$ cat config.mk
export PLATFORM = sky130hd
export DESIGN_NAME = icache_ifill_bridge
export DESIGN_NICKNAME = d
export VERILOG_FILES = /design/src/rtl/sargantana_icache_pkg.sv /design/src/rtl/icache_ifill_bridge.sv
export SDC_FILE = /design/constraint.sdc
export NUM_CORES = 1
export LEC_CHECK = 0
export BUFFER_PORTS_ARGS = -buffer_cell sky130_fd_sc_hd__buf_4
export CAP_MARGIN = 20
export CORE_AREA = 5 5 290 292
export CTS_BUF_LIST = sky130_fd_sc_hd__clkbuf_16
export DETAILED_ROUTE_END_ITERATION = 16
export DIE_AREA = 0 0 295 297
export GPL_TIMING_DRIVEN = 0
export PLACE_DENSITY = 0.58
export SETUP_SLACK_MARGIN = 0.4
export SLEW_MARGIN = 20
export SYNTH_ARGS = -nofsm -noshare
export SYNTH_HDL_FRONTEND = slang
export SYNTH_SLANG_ARGS = --single-unit
$ cat constraint.sdc
create_clock -name clk_i -period 3.85 [get_ports clk_i]
set_clock_uncertainty 0.2 [all_clocks]
set_input_delay 0.5775 -clock clk_i [delete_from_list [all_inputs] [get_ports clk_i]]
set_output_delay 0.5775 -clock clk_i [all_outputs]
set_load 0.02 [all_outputs]
$ cat src/rtl/sargantana_icache_pkg.sv
// Shared icache types and constants, including the line-fill bridge state
// encoding and the default memory beat width.
package sargantana_icache_pkg;

  localparam int PHY_ADDR_SIZE       = 40;
  localparam int SET_WIDHT           = 512;
  localparam int ICACHE_OFFSET_WIDTH = 6;
  localparam int ICACHE_INDEX_WIDTH  = 12;
  localparam int ICACHE_N_WAY        = 4;
  localparam int IFILL_BEAT_WIDTH    = 128;

  typedef struct packed {
    logic                     valid;
    logic [ICACHE_N_WAY-1:0]  way;
    logic [PHY_ADDR_SIZE-1:0] paddr;
  } ifill_req_o_t;

  typedef struct packed {
    logic                          valid;
    logic [ICACHE_INDEX_WIDTH-1:0] paddr;
  } inv_t;

  typedef struct packed {
    logic                 valid;
    logic                 ack;
    logic [SET_WIDHT-1:0] data;
    inv_t                 inv;
  } ifill_resp_i_t;

  typedef enum logic [1:0] {
    IDLE = 2'd0,
    REQ  = 2'd1,
    FILL = 2'd2,
    RESP = 2'd3
  } ifill_state_t;

  // Clear the byte-offset bits so memory always sees a line-aligned address.
  function automatic logic [PHY_ADDR_SIZE-1:0] line_align(input logic [PHY_ADDR_SIZE-1:0] paddr);
    return {paddr[PHY_ADDR_SIZE-1:ICACHE_OFFSET_WIDTH], {ICACHE_OFFSET_WIDTH{1'b0}}};
  endfunction

endpackage

$ cat src/rtl/icache_ifill_bridge.sv
// Bridges an icache miss to a beat-wise memory line read and returns the
// assembled line. Define ICACHE_IFILL_INV_FWD_EN to forward invalidations.
module icache_ifill_bridge
  import sargantana_icache_pkg::*;
#(
  parameter int BEAT_WIDTH = IFILL_BEAT_WIDTH,
  parameter int N_BEATS    = SET_WIDHT / BEAT_WIDTH
) (
  input  logic                          clk_i,
  input  logic                          rst_i,
  input  ifill_req_o_t                  ifill_req_i,
  output ifill_resp_i_t                 ifill_resp_o,
  output logic                          mem_req_valid_o,
  input  logic                          mem_req_ready_i,
  output logic [PHY_ADDR_SIZE-1:0]      mem_req_addr_o,
  input  logic                          mem_resp_valid_i,
  input  logic [BEAT_WIDTH-1:0]         mem_resp_data_i,
  input  logic                          inv_valid_i,
  input  logic [ICACHE_INDEX_WIDTH-1:0] inv_paddr_i,
  output logic                          busy_o
);

  localparam int CNT_W = (N_BEATS > 1) ? $clog2(N_BEATS) : 1;
  localparam logic [CNT_W-1:0] LAST_BEAT = CNT_W'(N_BEATS - 1);

  ifill_state_t             state_reg, state_next;
  logic [CNT_W-1:0]         beat_cnt_reg;
  logic [PHY_ADDR_SIZE-1:0] addr_reg;
  logic [BEAT_WIDTH-1:0]    beat_reg [N_BEATS];
  logic [SET_WIDHT-1:0]     line;
  inv_t                     inv_reg;
  logic                     req_take;
  logic                     beat_take;
  logic                     unused_bits;

  assign req_take  = (state_reg == IDLE) && ifill_req_i.valid;
  assign beat_take = (state_reg == FILL) && mem_resp_valid_i;

  always_ff @(posedge clk_i) begin
    if (rst_i) state_reg <= IDLE;
    else       state_reg <= state_next;
  end

  always_comb begin
    state_next = state_reg;
    case (state_reg)
      IDLE:    if (ifill_req_i.valid) state_next = REQ;
      REQ:     if (mem_req_ready_i) state_next = FILL;
      FILL:    if (mem_resp_valid_i && beat_cnt_reg == LAST_BEAT) state_next = RESP;
      RESP:    state_next = IDLE;
      default: state_next = IDLE;
    endcase
  end

  // The counter saturates on the last beat; the FSM leaves FILL on that beat anyway.
  always_ff @(posedge clk_i) begin
    if (rst_i) begin
      beat_cnt_reg <= '0;
      addr_reg     <= '0;
    end else begin
      if (req_take) addr_reg <= line_align(ifill_req_i.paddr);
      if (state_reg == REQ && mem_req_ready_i) beat_cnt_reg <= '0;
      else if (beat_take && beat_cnt_reg != LAST_BEAT) beat_cnt_reg <= beat_cnt_reg + 1'b1;
    end
  end

  generate
    for (genvar gi = 0; gi < N_BEATS; gi++) begin : g_beat
      always_ff @(posedge clk_i) begin
        if (rst_i) beat_reg[gi] <= '0;
        else if (beat_take && beat_cnt_reg == CNT_W'(gi)) beat_reg[gi] <= mem_resp_data_i;
      end
      assign line[gi*BEAT_WIDTH +: BEAT_WIDTH] = beat_reg[gi];
    end
  endgenerate

`ifdef ICACHE_IFILL_INV_FWD_EN
  always_ff @(posedge clk_i) begin
    if (rst_i) inv_reg <= '0;
    else       inv_reg <= '{valid: inv_valid_i, paddr: inv_paddr_i};
  end
  assign unused_bits = ^{ifill_req_i.way, ifill_req_i.paddr[ICACHE_OFFSET_WIDTH-1:0]};
`else
  assign inv_reg     = '0;
  assign unused_bits = ^{ifill_req_i.way, ifill_req_i.paddr[ICACHE_OFFSET_WIDTH-1:0],
                         inv_valid_i, inv_paddr_i};
`endif

  // Strobes are masked by reset so nothing escapes during the reset cycle itself.
  always_comb begin
    ifill_resp_o           = '0;
    ifill_resp_o.data      = line;
    ifill_resp_o.inv.paddr = inv_reg.paddr;
    ifill_resp_o.inv.valid = inv_reg.valid & ~rst_i;
    ifill_resp_o.ack       = req_take & ~rst_i;
    ifill_resp_o.valid     = (state_reg == RESP) & ~rst_i;
    mem_req_valid_o        = (state_reg == REQ) & ~rst_i;
    busy_o                 = (state_reg != IDLE) & ~rst_i;
  end

  assign mem_req_addr_o = addr_reg;

endmodule

# [After elaboration in Yosys (flattened, before gate mapping)]
# Memories as Yosys holds them, arrays and structs flattened.
# Cells that the tools add are included.
[op_classes] add_sub_neg=1 eq_ne=10 muxes=22 bitwise_logic=9 reduce_logical=14
[op_table] operator="128-bit 2-to-1 mux" n=4
[op_table] operator="1-bit 2-to-1 mux" n=14
[op_table] operator="1-bit logical AND" n=9
[op_table] operator="2-bit == test, second input constant" n=4
[op_table] operator="2-bit case mux with 4 select lines" n=1
[op_table] operator="2-bit 2-to-1 mux" n=3
[op_table] operator="2-bit inequality test, second input constant" n=3
[op_table] operator="1-bit bitwise AND" n=4
[op_table] operator="2-bit by 1-bit == test with 1-bit output, second input constant" n=2
[op_table] operator="2-bit logical NOT" n=2
[op_table] operator="1-bit bitwise OR" n=4
[op_table] operator="3-bit AND reduction" n=1
[op_table] operator="2-bit by 1-bit adder with 2-bit output, second input constant" n=1
[op_table] operator="2-bit by 1-bit inequality test with 1-bit output, second input constant" n=1
[op_table] operator="2-bit nonzero test" n=1
[op_table] operator="2-bit OR reduction" n=1
[op_table] operator="1-bit NOT" n=1
[word_totals] ff_bits=38 ram_bits=512 inputBits=190 out_inout_bits=569 mem_count=1
[mem_list] memory="beat_reg" words=4 width=128 read_ports=4 rd_clocked_by_memory_dff=0 write_ports=4 line_no="icache_ifill_bridge.sv:29" text="logic [BEAT_WIDTH-1:0] beat_reg [N_BEATS];"

# [Logic depth before layout (Yosys ltp)]
# Gate-level depths: netlist (run 1).
[logic_depth] ltp_word=7 mapped_depth=8 ltp_nobuf=5

# [Worst setup path after synthesis (run 1)]
# OpenSTA, ideal clock, no wires.
[synth_path] path_kind="input to register" startpoint="input rst_i" endpoint="memory beat_reg[0][0] (netlist name), enable pin" t_arrival_ns=2.862 setup_slack_ns=0.348 stages=3 path_cell_list="clkbuf_1 -> clkbuf_1 -> a31o_2"
[synth_lines] element="start, declared" line_no="icache_ifill_bridge.sv:10" text="input logic rst_i,"
[synth_lines] element="end, declared" line_no="icache_ifill_bridge.sv:29"

==> summary.md, run 1 <==
| Metric | Value |
|---|---|
| Die footprint | 87600 um2 |
| Synthesis-stage register bit count | 550 |
| Met3 track utilization from global routing | 0.0486 |
| Number of primary I/O pins | about 760 |
| H-tree depth | 2 |
| Count of standard-cell rows | approximately 110 |
| Synthesized netlist cell count | 1337 |
| Share of layout cells above drive strength 1 | 0.404 |
| Detailed Routing Iterations Pass 1 | 5 |
| Remaining global-route overflow | 0 |
| Starting density of the core | 0.258 |
| Transition time at the pin with the least slew margin | around 1100 ps |
| Post-synthesis cell area | roughly 21000 um2 |
| Type of element capturing the critical path | output pin |
| Die outline width | roughly 300 um |
| Maximum number of pins on one net before global-route repair | 48 |
| Final Cell Area | 30100 um2 |
| Global Route met2 Usage | 0.293 |
| Routed WL | 77500 um |
| Outcome | finished clean |
| Power after layout | 15300 uW |
| Post-route insts no fill | between 3000 and 4000 |
| Number of library cell types mapped by synthesis | 27 |
| Number of nets in the layout | ~2400 |
| CTS hold repair buffers | 21 |
| Crit path kind | reg -> out |
| Max reg flops | ~500 |
| GRT met1 Usage | 0.194 |
| Avg Inst Size Synth | roughly 16 um2 |
| Pins Over Slew Limit | 0 |
| Max frequency | approximately 320 MHz |
| Most utilized layer in the global route result | met2 |
| Setup crit start kind | flip-flop |
| Lkg Pwr | roughly 0.014 uW |
| Data arrival, critical path | 2340 ps |
| Routed via count | 14683 |
| Final-report hold violation count | 0 |
| First-pass GRT wire length | 108000 um |
| Clock tree from TritonCTS | built |
| Floorplan die height | about 300 um |
| Master cell of the clock root buffer | sky130_fd_sc_hd__clkbuf_16 |
| Hold crit path type | in -> reg |
| Placed Instances | between 3000 and 4000 |
| Number of antenna violations at the first check in global routing | 12 |
| Power per Cell Area | 506 nW/um2 |
| Port bufs | approximately 720 |
| Post-synthesis to final-layout area growth | 43.8% |
| Total global routing track utilization | 0.167 |
| TritonCTS buffer count | 58 |
| Seq/Total Area, Yosys | 0.770 |
| Worst-path maximum fanout | 10 |
| Number of buffers inserted to repair setup after CTS | 0 |
| Worst-case clock buffer depth | 3 |
| Minimum clock period | between 3000 and 4000 ps |
| Number of max-cap violations | 0 |
| Routability-driven placement congestion ratio | around 0.86 |
| Vias per std cell | approximately 4.5 |
| Maximum vdd ir drop | roughly 0.00035 V |
| Drt initial violations | around 970 |
| Count of cells resized by post-cts repair | 0 |
| Via count of the first global-routing pass | between 15000 and 20000 |
| DP HPWL | roughly 60000 um |
| Ratio of final minimum period to clock period | 0.810 |
| Warnings, synthesis | 0 |
| Setup repair after global routing missed its margin | no |
| Required time of the worst setup path | about 3100 ps |
| Number of sinks driven by the clock tree | between 500 and 600 |
| Clock transition at path regs | about 60 ps |
| Number of nets with antenna violations after detailed routing | 0 |
| Routed len/inst | roughly 24 um |
| DRC viols | 0 |
| Worst slew margin relative to its limit | 0.291 |
| Setup-violating endpoint count in the final report | 0 |
| Total cell area at the placement stage | about 28000 um2 |
| Standard cell core area | 81300 um2 |
| Clock Latency Late Sink | between 600 and 700 ps |
power by group:
| group | leakage, uW | total, uW | switching [uW] | internal (uW) |
|---|---|---|---|---|
| combinational | 0.00733 | 2560 | 1630 | 925 |
| clock | 0.000965 | 5550 | 2370 | 3180 |
| sequential | 0.00560 | 7140 | 166 | 6970 |
synthesized netlist by cell type:
master	number	area, um2
sky130_fd_sc_hd__a222oi_1	1	10.0
sky130_fd_sc_hd__buf_4	20	150
sky130_fd_sc_hd__nor2b_1	2	12.5
sky130_fd_sc_hd__nand2b_1	3	18.8
sky130_fd_sc_hd__and3b_1	1	8.76
sky130_fd_sc_hd__edfxtp_1	512	15400
sky130_fd_sc_hd__xnor2_1	1	8.76
sky130_fd_sc_hd__nand3b_1	1	7.51
sky130_fd_sc_hd__buf_2	6	30.0
sky130_fd_sc_hd__dfxtp_1	38	761
sky130_fd_sc_hd__and3_1	384	2400
sky130_fd_sc_hd__nand2_1	70	263
sky130_fd_sc_hd__clkbuf_2	12	60.1
sky130_fd_sc_hd__nor2_1	5	18.8
sky130_fd_sc_hd__o21a_1	1	7.51
sky130_fd_sc_hd__and2_1	129	807
sky130_fd_sc_hd__a21o_1	1	7.51
sky130_fd_sc_hd__clkbuf_1	52	195
sky130_fd_sc_hd__and4b_1	1	10.0
sky130_fd_sc_hd__buf_6	40	450
sky130_fd_sc_hd__a31o_2	4	35.0
sky130_fd_sc_hd__conb_1	1	3.75
sky130_fd_sc_hd__mux2i_1	2	20.0
sky130_fd_sc_hd__a21oi_1	35	175
sky130_fd_sc_hd__ha_1	8	100
sky130_fd_sc_hd__inv_1	6	22.5
sky130_fd_sc_hd__buf_1	1	3.75
critical path: stages (launching register included):
cell,delay (ps)
sky130_fd_sc_hd__dfxtp_1,390
sky130_fd_sc_hd__inv_1,90
sky130_fd_sc_hd__ha_1,290
sky130_fd_sc_hd__nand2_1,260
sky130_fd_sc_hd__clkbuf_1,450
sky130_fd_sc_hd__nor2_1,80
sky130_fd_sc_hd__buf_4,180
layout by cell type, fill, tap and decap left out, drive strengths merged, types with 22 or more instances in the layout:
master  synthesis  final
buf            67    793
edfxtp        512    512
and3          384    384
and2          129    129
clkbuf         64    123
nand2          70     70
dfxtp          38     38
a21oi          35     35
clkinv          0     25
inv             6     22
through the flow:
stage	TNS (ps)	util	hold slack [ps]	worst slack, ps
after floorplan	0	-	282	348
after global placement	-587840	0.341	245	-1220
after detailed placement	0	0.345	248	654
after CTS	0	0.370	3.47	673
after global routing	0	0.370	16.5	600
final	0	0.371	53.4	731
per-layer routing:
metal | wire length, um | share of wire
met1 | 28400 | 0.37
met2 | 39100 | 0.50
met3 | 7180 | 0.093
met4 | 2730 | 0.035
met5 | 38 | 0.00049
cells by family after synthesis:
group,Yosys count,synth area share
flip-flops,550,0.770
buffers and inverters,137,0.0435
XOR/XNOR,1,0.000418
other,1,0.000179
AO/OA/AOI/OAI,42,0.0112
multiplexers,2,0.000955
AND/OR/NAND/NOR,596,0.169
adder cells (fa/ha/maj),8,0.00477
worst paths after layout:
kind	start	to	slack [ps]	depth (start not counted)
min	ifill_req_i[12]	mem_req_addr_o[12]	50	3
max	state_reg[0]	ifill_resp_o[525]	730	6
max reg2reg	beat_cnt_reg[0]	beat_reg[2][83]	800	5
min reg2reg	mem_req_addr_o[21]	mem_req_addr_o[21]	260	2
cell type report:
cell class                      count  area (um2)
Fill cell                        7746       51200
Sequential cell                   550       16100
Timing Repair Buffer              747        5840
Multi-Input combinational cell    668        4020
Clock buffer                       59        1480
Tap cell                         1070        1340
Buffer                            131         893
Clock inverter                     48         398
Inverter                            6        22.5
Antenna cell                        6        15.0
Note: power is estimated with default switching activity, not from simulation.
==> run 2, diff against run 1 <==
==> constraint.sdc (replaced) <==
create_clock -name clk_i -period 3.2 [get_ports clk_i]
set_clock_uncertainty 0.2 [all_clocks]
set_input_delay 0.48 -clock clk_i [delete_from_list [all_inputs] [get_ports clk_i]]
set_output_delay 0.48 -clock clk_i [all_outputs]
set_load 0.02 [all_outputs]
==> summary.md, run 2 (same netlist as run 1, synthesis figures left out) <==
| Metric | Value |
|---|---|
| First-pass GRT wire length | 111000 um (+2.8%) |
| DRC viols | 0 (unchanged) |
| Total global routing track utilization | 0.171 (+0.00430) |
| Type of element capturing the critical path | output pin |
| Ratio of final minimum period to clock period | 0.840 |
| Remaining global-route overflow | 0 (unchanged) |
| Clock transition at path regs | 60 ps (about the same) |
| Clock Latency Late Sink | 610 ps (about the same) |
| Total cell area at the placement stage | 28000 um2 (unchanged) |
| Floorplan die height | 297 um (unchanged) |
| Multi-input gate area | 4040 um2 (+0.62%) |
| Number of primary I/O pins | 759 (unchanged) |
| Switching part of the total | 0.274 (+0.000650) |
| Post-synthesis to final-layout area growth | 50.5% |
| Drt initial violations | 1018 (+4.8%) |
| Maximum number of pins on one net before global-route repair | 48 (unchanged) |
| Port bufs | 716 (unchanged) |
| Commonest non-fill, non-tap cell in the layout | sky130_fd_sc_hd__buf_4 |
| Die footprint | 87600 um2 (unchanged) |
| Internal Power | 13500 uW (+21%) |
| Routed via count | 15337 (+4.5%) |
| Part of the total power dissipated in sequential elements | 0.464 (-0.004) |
| Worst slew margin relative to its limit | 0.372 (+0.0815) |
| Transition time at the pin with the least slew margin | 941 ps (-122 ps) |
| Power per Cell Area | 587 nW/um2 (+16%) |
| Number of nets with antenna violations after detailed routing | 0 (unchanged) |
| Pins Over Slew Limit | 0 (unchanged) |
| Number of nets in the layout | 2501 (+6.0%) |
| Routability-driven placement congestion ratio | 0.860 (unchanged) |
| Minimum clock period | about 2700 ps |
| Clock Power Share | 0.360 (-0.004) |
| Clock tree from TritonCTS | built |
| Hold crit path type | in -> reg |
| Number of antenna violations at the first check in global routing | 12 (unchanged) |
| Net switching component of the power | 5080 uW (+22%) |
| Final Cell Area | 31600 um2 (+4.7%) |
| Data arrival, critical path | 2010 ps (-330 ps) |
| DP HPWL | 58400 um (unchanged) |
| Max reg flops | 512 (unchanged) |
| Routed WL | 79700 um (+2.8%) |
| Number of sinks driven by the clock tree | 550 (unchanged) |
| Share of layout cells above drive strength 1 | 0.383 (-0.0213) |
| Via count of the first global-routing pass | 16019 (+4.7%) |
| Seq. cell area | 16100 um2 (unchanged) |
| Setup repair after global routing missed its margin | no |
| Number of max-cap violations | 0 (unchanged) |
| Worst-case clock buffer depth | 3 (unchanged) |
| Outcome | finished clean |
| TritonCTS buffer count | 58 (unchanged) |
| Maximum vdd ir drop | 0.000416 V (+20%) |
| Required time of the worst setup path | 2520 ps (-550 ps) |
| Die outline width | 295 um (unchanged) |
| Max frequency | about 370 MHz |
| Vias per std cell | 4.48 (+0.18%) |
| Starting density of the core | 0.258 (unchanged) |
| Lkg Pwr | 0.0145 uW (+4.3%) |
| H-tree depth | 2 (unchanged) |
| Detailed Routing Iterations Pass 1 | 5 (unchanged) |
| Crit path kind | reg -> out |
| Master cell of the clock root buffer | sky130_fd_sc_hd__clkbuf_16 |
| Routed len/inst | 23.3 um (-1.4%) |
| Layout fillers | 7605 (-1.8%) |
| Standard cell core area | 81300 um2 (unchanged) |
| Commonest cells after routing, fill and taps aside | 736 x sky130_fd_sc_hd__buf_4, 512 x sky130_fd_sc_hd__edfxtp_1, 384 x sky130_fd_sc_hd__and3_1 |
| Final setup TNS | 0 ps (unchanged) |
| Setup-violating endpoint count in the final report | 0 (unchanged) |
| Count of standard-cell rows | 105 (unchanged) |
| Final-report hold violation count | 0 (unchanged) |
| Worst-path maximum fanout | 10 (unchanged) |
| Setup crit start kind | flip-flop |
| Comb pwr share | 0.176 (+0.008) |
## run 2: area by class of cell
type,count,share of cell area
Sequential cell,550,0.511
Timing Repair Buffer,886,0.229
Multi-Input combinational cell,670,0.128
Clock buffer,59,0.0468
Tap cell,1070,0.0424
Buffer,131,0.0286
Clock inverter,48,0.0126
Inverter,6,0.000714
Antenna cell,5,0.000396
## run 2: timing repair
item | 4_1_cts | 5_1_grt
cloned | 1 | 1
endpoints found under the hold margin | 455 | 0
hold buffers | 160 | 0
buffers inserted | 0 | 0
setup endpoints to repair | 218 | 79
gates resized for setup | 6 | 2
pin swaps | 1 | 1
## run 2: worst max-delay path, stage by stage, from the launching register on
cell	delay, ps
sky130_fd_sc_hd__dfxtp_1	390
sky130_fd_sc_hd__inv_1	90
sky130_fd_sc_hd__ha_1	310
sky130_fd_sc_hd__nand2_4	150
sky130_fd_sc_hd__clkbuf_4	230
sky130_fd_sc_hd__nor2_1	60
sky130_fd_sc_hd__buf_4	180
## run 2: worst paths after layout
| check | startpoint | endpoint | slack [ps] | cells after the start |
|---|---|---|---|---|
| hold / removal | mem_resp_data_i[87] | beat_reg[0][87] | 40 | 2 |
| setup reg to reg | state_reg[0] | beat_reg[0][6] | 570 | 7 |
| hold reg to reg | mem_req_addr_o[21] | mem_req_addr_o[21] | 260 | 2 |
| setup / recovery | state_reg[0] | ifill_resp_o[525] | 510 | 6 |
## run 2: power by group through the flow
stage	Sequential, uW	Combinational, uW	Clock (uW)
detailed placement	8740	3100	0
global placement	8770	2980	0
global route	8630	3440	7140
CTS	8590	3280	6810
floorplan	9350	826	0
finish	8590	3260	6680
## run 2: through the flow
step	util	setup slack [ps]	instances	hold WS (ps)	total power, uW
after floorplan	-	-205	1355	282	10200
after global placement	0.341	-1800	3141	245	11800
after detailed placement	0.345	96.2	3151	248	11800
after CTS	0.388	383	3419	8.98	18700
after global routing	0.388	420	3421	17.5	19200
final	0.388	512	3425	42.1	18500
## run 2: per-layer routing
layer	vias up	wire length [um]	share of wire	GRT usage
met4	4	3000	0.038	0.0598
met3	138	6930	0.087	0.0431
met2	750	40500	0.51	0.303
met1	7591	29200	0.37	0.201
li1	6854	-	-	-
met5	-	26	0.00033	0
==> run 3, diff against run 2 <==
==> constraint.sdc (replaced) <==
create_clock -name clk_i -period 2.75 [get_ports clk_i]
set_clock_uncertainty 0.2 [all_clocks]
set_input_delay 0.4125 -clock clk_i [delete_from_list [all_inputs] [get_ports clk_i]]
set_output_delay 0.4125 -clock clk_i [all_outputs]
set_load 0.02 [all_outputs]
==> summary.md, run 3 (same netlist as run 1, synthesis figures left out) <==
| Metric | Value |
|---|---|
| Outcome | finished clean |
| Crit path buf inv count | 3 (unchanged) |
| Via count of the first global-routing pass | 16037 (+0.11%) |
| Die outline width | 295 um (unchanged) |
| Remaining global-route overflow | 0 (unchanged) |
| DP HPWL | 57500 um (-1.6%) |
| Standard cell core area | 81300 um2 (unchanged) |
| Cells along the critical path | inv_4 -> ha_4 -> nand2_8 -> buf_8 -> nor2_1 -> buf_4 |
| Vias per std cell | 4.44 (-0.83%) |
| Kind of cell with the highest combined delay on the critical path | flip-flops |
| Power per Cell Area | 684 nW/um2 (+17%) |
| Crit path max-delay cell type | sky130_fd_sc_hd__dfxtp_4 |
| Final Cell Area | 31800 um2 (+0.90%) |
| Routed WL | 78900 um (-0.98%) |
| Worst slew margin relative to its limit | 0.573 (+0.201) |
| Number of sinks driven by the clock tree | 550 (unchanged) |
| Routed via count | 15281 (-0.37%) |
| Maximum number of pins on one net before global-route repair | 48 (unchanged) |
| Floorplan die height | 297 um (unchanged) |
| Transition time at the pin with the least slew margin | 640 ps (-301 ps) |
| Clock Latency Late Sink | 610 ps (about the same) |
| Minimum clock period | 2300 ps |
| Power after layout | 21800 uW (+18%) |
| Clock transition at path regs | 60 ps (about the same) |
| Commonest non-fill, non-tap cell in the layout | sky130_fd_sc_hd__buf_4 |
| Required time of the worst setup path | 2140 ps (-380 ps) |
| Ratio of final minimum period to clock period | 0.835 |
| Lkg Pwr | 0.0146 uW (+0.82%) |
| DRC viols | 0 (unchanged) |
| Setup crit start kind | flip-flop |
| Total cell area at the placement stage | 28100 um2 (+0.23%) |
| Max frequency | approximately 440 MHz |
| Final-report hold violation count | 0 (unchanged) |
| Number of nets in the layout | 2516 (+0.60%) |
| Crit path largest cell delay | 360 ps (-30 ps) |
| Drt initial violations | 910 (-11%) |
| Count of standard-cell rows | 105 (unchanged) |
| Worst-case clock buffer depth | 3 (unchanged) |
| Number of nets with antenna violations after detailed routing | 0 (unchanged) |
| Commonest cells after routing, fill and taps aside | 742 x sky130_fd_sc_hd__buf_4, 512 x sky130_fd_sc_hd__edfxtp_1, 384 x sky130_fd_sc_hd__and3_1 |
| Crit path kind | reg -> out |
| Hold crit path type | in -> reg |
| Post-synthesis to final-layout area growth | 51.9% |
| Number of primary I/O pins | 759 (unchanged) |
| Master cell of the clock root buffer | sky130_fd_sc_hd__clkbuf_16 |
| Die footprint | 87600 um2 (unchanged) |
| TritonCTS buffer count | 59 (+1.7%) |
| Worst-path maximum fanout | 8 (-2) |
| Type of element capturing the critical path | output pin |
| Routability-driven placement congestion ratio | 0.840 (-2.3%) |
| Port bufs | 716 (unchanged) |
| Clock tree from TritonCTS | built |
| Setup repair after global routing missed its margin | yes |
| First-pass GRT wire length | 110000 um (-0.78%) |
| Data arrival, critical path | 1680 ps (-330 ps) |
| Detailed Routing Iterations Pass 1 | 7 (+2) |
| Routed len/inst | 22.9 um (-1.4%) |
| Maximum vdd ir drop | 0.000423 V (+1.7%) |
| Starting density of the core | 0.258 (unchanged) |
| Number of antenna violations at the first check in global routing | 6 (-6) |
| H-tree depth | 2 (unchanged) |
| Pins Over Slew Limit | 0 (unchanged) |
| Max reg flops | 512 (unchanged) |
| Number of max-cap violations | 0 (unchanged) |
| Setup-violating endpoint count in the final report | 0 (unchanged) |
| Total global routing track utilization | 0.170 (-0.000975) |
| Share of layout cells above drive strength 1 | 0.394 (+0.0114) |
## run 3: changes by cell type in the layout (fill, tap and decap cells not counted), moves of 3 or more
cell / delta
sky130_fd_sc_hd__clkbuf_1: -3
sky130_fd_sc_hd__clkinv_2: +9
sky130_fd_sc_hd__clkbuf_2: -10
sky130_fd_sc_hd__dlygate4sd3_1: +7
sky130_fd_sc_hd__clkbuf_8: +4
sky130_fd_sc_hd__inv_1: -5
sky130_fd_sc_hd__clkbuf_4: +5
sky130_fd_sc_hd__dfxtp_1: -4
sky130_fd_sc_hd__dfxtp_2: +3
sky130_fd_sc_hd__buf_4: +6
sky130_fd_sc_hd__ha_1: -3
sky130_fd_sc_hd__clkinv_1: -7
## run 3: worst paths after layout
kind | start | endpoint | slack (ps) | cells past startpoint
setup / recovery | state_reg[1] | ifill_resp_o[525] | 450 | 6
hold / removal | mem_resp_data_i[39] | beat_reg[0][39] | 80 | 2
setup reg to reg | state_reg[0] | beat_reg[0][93] | 500 | 7
hold reg to reg | mem_req_addr_o[16] | mem_req_addr_o[16] | 260 | 2
## run 3: through the flow
stage	hold WS, ps	setup WS [ps]	setup TNS (ps)	cells	utilization
floorplan	281	401	0	1355	-
global placement	245	-660	-277240	3141	0.342
detailed placement	252	-52.4	-1770	3152	0.346
CTS	10.3	253	0	3432	0.391
global route	30.8	369	0	3436	0.391
finish	84.3	455	0	3441	0.392
## run 3: layout make-up
class                   count  area [um2]
fillers                  7582       49500
multi-input cells         671        4090
diodes                      5        12.5
well taps                1070        1340
repair buffers            899        7350
flip-flops and latches    550       16100
clock buffers              59        1480
plain buffers             131         973
inverters                   6        25.0
clock inverters            50         438
## run 3: what timing repair did
action | in CTS | in global routing
hold buffers | 167 | 0
hold endpoints to repair | 537 | 0
gates cloned | 3 | 0
pin swaps | 2 | 2
gates resized for setup | 17 | 15
setup endpoints to repair | 333 | 268
buffers inserted | 1 | 4
## run 3: report_power, final
part	internal, uW	switching (uW)	total [uW]
Sequential	9770	236	10000
Clock	4480	3340	7820
Combinational	1540	2420	3970
## run 3: layer usage
metal,part of all wire,track usage
met5,0,0
met4,0.038,0.0602
met3,0.091,0.0440
met2,0.51,0.303
met1,0.37,0.197
